**src/rtl/ycbcr_point_proc.sv**
```systemverilog
// Frame-synchronous per-pixel YCbCr point processor (bypass/gray/invert/brightness/binarize).
// Mode and coefficients are shadowed at frame start; every path has latency 2+PIPE_EXTRA.
module ycbcr_point_proc #(
    parameter int   DW         = 8,
    parameter int   PIPE_EXTRA = 0,
    parameter logic VS_ACT     = 1'b1
) (
    input  logic          clk,
    input  logic          rst_b,
    input  logic          vs_in,
    input  logic          hs_in,
    input  logic          de_in,
    input  logic [DW-1:0] y_in,
    input  logic [DW-1:0] cb_in,
    input  logic [DW-1:0] cr_in,
    input  logic [2:0]    mode,
    input  logic [DW:0]   offset,
    input  logic [DW-1:0] thresh,
    output logic          vs_out,
    output logic          hs_out,
    output logic          de_out,
    output logic [DW-1:0] y_out,
    output logic [DW-1:0] cb_out,
    output logic [DW-1:0] cr_out,
    output logic [2:0]    mode_active,
    output logic [15:0]   frame_cnt
);

    localparam logic [DW-1:0] MAX = {DW{1'b1}};
    localparam logic [DW-1:0] MID = {1'b1, {(DW-1){1'b0}}};
    localparam logic [2:0] MODE_GRAY     = 3'd1;
    localparam logic [2:0] MODE_INVERT   = 3'd2;
    localparam logic [2:0] MODE_BRIGHT   = 3'd3;
    localparam logic [2:0] MODE_BINARIZE = 3'd4;
    localparam int PW = 3 + 3 * DW;

    logic          r_vs_d1;
    logic          r_armed;
    logic          w_fs;
    logic [2:0]    r_mode_s;
    logic [DW:0]   r_offset_s;
    logic [DW-1:0] r_thresh_s;
    logic [15:0]   r_frame_cnt;

    logic          r_s1_vs, r_s1_hs, r_s1_de;
    logic [DW-1:0] r_s1_y, r_s1_cb, r_s1_cr;
    logic [2:0]    r_s1_mode;
    logic [DW:0]   r_s1_offset;
    logic [DW-1:0] r_s1_thresh;

    logic signed [DW+1:0] w_sum;
    logic [DW-1:0] w_y, w_cb, w_cr;

    logic [PW-1:0] r_pipe [0:PIPE_EXTRA];

    // r_armed blocks a false frame start when vs is already active as reset releases
    assign w_fs = (vs_in == VS_ACT) && (r_vs_d1 != VS_ACT) && r_armed;

    always_ff @(posedge clk or posedge rst_b) begin
        if (rst_b) begin
            r_vs_d1     <= ~VS_ACT;
            r_armed     <= 1'b0;
            r_mode_s    <= '0;
            r_offset_s  <= '0;
            r_thresh_s  <= '0;
            r_frame_cnt <= '0;
        end else begin
            r_vs_d1 <= vs_in;
            if (vs_in != VS_ACT) begin
                r_armed <= 1'b1;
            end
            if (w_fs) begin
                r_mode_s    <= mode;
                r_offset_s  <= offset;
                r_thresh_s  <= thresh;
                r_frame_cnt <= r_frame_cnt + 16'd1;
            end
        end
    end

    always_ff @(posedge clk or posedge rst_b) begin
        if (rst_b) begin
            r_s1_vs     <= 1'b0;
            r_s1_hs     <= 1'b0;
            r_s1_de     <= 1'b0;
            r_s1_y      <= '0;
            r_s1_cb     <= '0;
            r_s1_cr     <= '0;
            r_s1_mode   <= '0;
            r_s1_offset <= '0;
            r_s1_thresh <= '0;
        end else begin
            r_s1_vs     <= vs_in;
            r_s1_hs     <= hs_in;
            r_s1_de     <= de_in;
            r_s1_y      <= y_in;
            r_s1_cb     <= cb_in;
            r_s1_cr     <= cr_in;
            r_s1_mode   <= r_mode_s;
            r_s1_offset <= r_offset_s;
            r_s1_thresh <= r_thresh_s;
        end
    end

    always_comb begin
        w_sum = $signed({2'b00, r_s1_y}) + $signed({r_s1_offset[DW], r_s1_offset});
        w_y   = r_s1_y;
        w_cb  = r_s1_cb;
        w_cr  = r_s1_cr;
        case (r_s1_mode)
            MODE_GRAY: begin
                w_cb = MID;
                w_cr = MID;
            end
            MODE_INVERT: begin
                w_y  = MAX - r_s1_y;
                w_cb = MAX - r_s1_cb;
                w_cr = MAX - r_s1_cr;
            end
            MODE_BRIGHT: begin
                // sum range is -2^DW .. 2*MAX, so bit DW alone flags overflow when non-negative
                if (w_sum[DW+1]) begin
                    w_y = '0;
                end else if (w_sum[DW]) begin
                    w_y = MAX;
                end else begin
                    w_y = w_sum[DW-1:0];
                end
            end
            MODE_BINARIZE: begin
                w_y  = (r_s1_y >= r_s1_thresh) ? MAX : '0;
                w_cb = MID;
                w_cr = MID;
            end
            default: begin
            end
        endcase
        if (!r_s1_de) begin
            w_y  = '0;
            w_cb = '0;
            w_cr = '0;
        end
    end

    always_ff @(posedge clk or posedge rst_b) begin
        if (rst_b) begin
            for (int i = 0; i <= PIPE_EXTRA; i++) begin
                r_pipe[i] <= '0;
            end
        end else begin
            r_pipe[0] <= {r_s1_vs, r_s1_hs, r_s1_de, w_y, w_cb, w_cr};
            for (int i = 1; i <= PIPE_EXTRA; i++) begin
                r_pipe[i] <= r_pipe[i-1];
            end
        end
    end

    assign {vs_out, hs_out, de_out, y_out, cb_out, cr_out} = r_pipe[PIPE_EXTRA];
    assign mode_active = r_mode_s;
    assign frame_cnt   = r_frame_cnt;

endmodule

```
**config.mk**
```make
export PLATFORM = sky130hd
export DESIGN_NAME = ycbcr_point_proc
export DESIGN_NICKNAME = d
export VERILOG_FILES = /design/src/rtl/ycbcr_point_proc.sv
export SDC_FILE = /design/constraint.sdc
export NUM_CORES = 1
export LEC_CHECK = 0
export ABC_AREA = 1
export ABC_CLOCK_PERIOD_IN_PS = 6900
export CORE_UTILIZATION = 45
export DETAILED_ROUTE_END_ITERATION = 8
export DONT_BUFFER_PORTS = 1
export REMOVE_ABC_BUFFERS = 1
export SLEW_MARGIN = 25
export SYNTH_ARGS = -nofsm -noshare
export SYNTH_HDL_FRONTEND = slang
export SYNTH_SLANG_ARGS = --single-unit
export TNS_END_PERCENT = 1
```
**constraint.sdc**
```tcl
create_clock -name clk -period 6.9 [get_ports clk]
set_input_delay 1.035 -clock clk [delete_from_list [all_inputs] [get_ports clk]]
set_output_delay 1.035 -clock clk [all_outputs]
set_load 0.01 [all_outputs]
```
==> flow_summary.ini <==
[timing]
setup_viol = 0
maxSlewViolCount = 0
fin_setup_tns_ns = 0
min_period_over_period = 0.305
fin_skew_ns = 0.0106
rsz0062_at_grt = false
hold_viol_final = 0
fin_crit_ns = 2.10
fmaxAchievable_mhz = 475
worstMarginPinSlew_ns = 0.896
slew_headroom = 0.402

[critical_path]
crit_type = in -> reg
required_ns = 7.15
path_cells = nand2_1 > nor2_4 > nand4_2 > nor3_4 > nand3b_1 > xnor2_1
path_max_fanout = 26
critPathBufInv = 0
worstSetupStartpointType = input pin
end_kind = flip-flop
cpPeakStageDelay_ns = 0.50
critical-path-slowest-cell = nor2_4
path_delay_family = simple AND/OR/NAND/NOR gates
cp.arrival_ns = 2.35

[detailed_routing]
wire_per_inst_um = 13.6
drt_iter0_markers = 114
firstDrtPassIters = 4
drt-total-wl_um = 8000
drt-vias-per-instance = 4.84
route.antenna.remaining_nets = 0
drc = 0
num_vias = 2853

[cts]
clockRootBuffer = clkbuf_8
cts_tree = yes
post_cts_buffers = 0
cts_resized = 0
clock_path_buffers = 2
numClockSinks = 111
cts_buffers = 9
hold_buffers = 0
path_clk_slew_ns = 0.09
htree_levels = 3
clock_latency_ns = 0.36

[global_routing]
grt_max_degree = 76
grt_pass1_wl_um = 13000
grt_usage = 0.164
grt_overflow = 0
grt_pass1_vias = 2751
antenna_found_initial = 0

[die]
die-width_um = 102
placementRows = 36
die_h_um = 102
dieArea_um2 = 10400
start_util = 0.464
core-area_um2 = 9730
io_pins = 95

[finish]
multiInputGateArea_um2 = 1560
n_fill_cell = 919
drive_gt1_frac = 0.0636
seq_area_um2 = 2780
diodes = 0
final_cell_count_no_fill = 589
final_nets = 519
area_growth_pct = 6.79

[placed_design]
dp_cells = 574
numPortBuffers = 0
gp_congestion = 0.811
dpl.hpwl_um = 5790

[synthesis]
yosysWarnings = 0
avgSynthCellArea_um2 = 10.0
synth_top_area_frac = 0.615
synth_area_um2 = 4520
synth_cell_types = 27
syn_inst = 450
synth.area.top_cells = dfrtp_1 62%, nand2_1 11%, ha_1 4.7%, a21oi_1 4.1%, o21ai_0 3.9%
synth_area_leader_cell = dfrtp_1
synth_seq_cells = 111
yosysSeqAreaShare = 0.615

[power_and_ir_drop]
leakage_nw = 2.41
vdd_ir_drop_max_uv = 195
power.density_nw_per_um2 = 287

[status]
status = finished, final reports clean

[flow_run]
cap_violations = 0

[hold_path]
hold_path_class = reg -> reg
## registers in the layout, summed over array words and instances (netlist names), 8 cells and up
register,cells
r_s1_cr,8
r_s1_offset,9
r_offset_s,9
r_s1_thresh,8
r_s1_y,8
frame_cnt,16
r_s1_cb,8
r_pipe,27
r_thresh_s,8
## cell usage after synthesis
library cell    n
clkbuf_1        6
buf_2           4
nor3_4          1
xnor2_1         6
or2_1           1
fa_1            1
nand3_1        12
ha_1           17
nand4_1         2
dfrtp_1       111
a21o_1          1
o21ai_0        35
nor2_1         16
xor2_1         12
inv_2           2
nor2_2          1
a21oi_1        37
nor2_4          2
nand3b_1        5
nand2_1       136
nand4_2         1
nand2_2         2
nand3_2         1
a21oi_4         1
nor3_1          1
inv_1          35
nor3_2          1
## per-layer routing
layer	vias to the layer above	track usage	wire length, um
li1	1441	-	-
met1	1325	0.212	3640
met2	77	0.255	3690
met3	10	0.0616	542
met4	0	0.0538	120
met5	-	0	0
## through the flow
step	hold WS [ns]	total power, W	cell area, um2	setup slack [ns]	utilization
6_report	0.358	0.00138	4820	4.80	0.496
2_1_floorplan	0.331	0.000998	4470	2.93	-
3_5_place_dp	0.336	0.00106	4650	4.38	0.478
4_1_cts	0.359	0.00141	4820	4.78	0.496
3_3_place_gp	0.334	0.00105	4650	4.41	0.478
5_1_grt	0.378	0.00149	4820	4.61	0.496
## power breakdown
group / leakage (nW) / total, W / switching, W / internal, W
sequential: 1.38 / 0.000813 / 0.0000803 / 0.000733
clock: 0.0881 / 0.000341 / 0.000202 / 0.000139
combinational: 0.940 / 0.000229 / 0.000146 / 0.0000822
## final timing paths
check	to	depth (start not counted)	slack [ns]	start
worst max-delay path	frame_cnt[12]$_DFFE_PP0P_	6	4.80	vs_in
worst min-delay path	r_pipe[25]$_DFF_PP0_	0	0.36	r_s1_hs$_DFF_PP0_
worst max register to register	r_pipe[22]$_DFF_PP0_	11	4.86	r_s1_y[0]$_DFF_PP0_
worst min register to register	r_pipe[25]$_DFF_PP0_	0	0.36	r_s1_hs$_DFF_PP0_
max in group asynchronous	r_thresh_s[0]$_DFFE_PP0P_	2	5.09	rst_b
min in group asynchronous	r_pipe[25]$_DFF_PP0_	1	0.54	rst_b
## final cells by class
type                       count  share of cell area
multi-input combinational    292               0.323
tap                          133              0.0345
clock inverter                 5             0.00727
timing repair buffer           1             0.00156
inverter                      37              0.0293
clock buffer                  10              0.0285
sequential                   111               0.576
## kinds of logic (layout without fill, tap and decap cells)
| family | Yosys count | count (layout) | synth area share |
|---|---|---|---|
| fa+ha+maj | 18 | 18 | 0.0515 |
| buf+inv | 47 | 53 | 0.0402 |
| flops | 111 | 111 | 0.615 |
| compound gates | 74 | 74 | 0.0851 |
| xor+xnor | 18 | 18 | 0.0349 |
| simple gates | 182 | 182 | 0.173 |
## cell usage in the layout (no fill, tap or decap), drive strengths merged
master / n
fa: 1
buf: 1
inv: 37
dfrtp: 111
nand4: 3
xnor2: 6
nor3: 3
ha: 17
nand3: 13
a21oi: 38
a21o: 1
clkinv: 4
clkbuf: 10
xor2: 12
o21ai: 35
clkinvlp: 1
or2: 1
nand2: 138
nor2: 19
nand3b: 5
(Power assumes the default switching activity.)
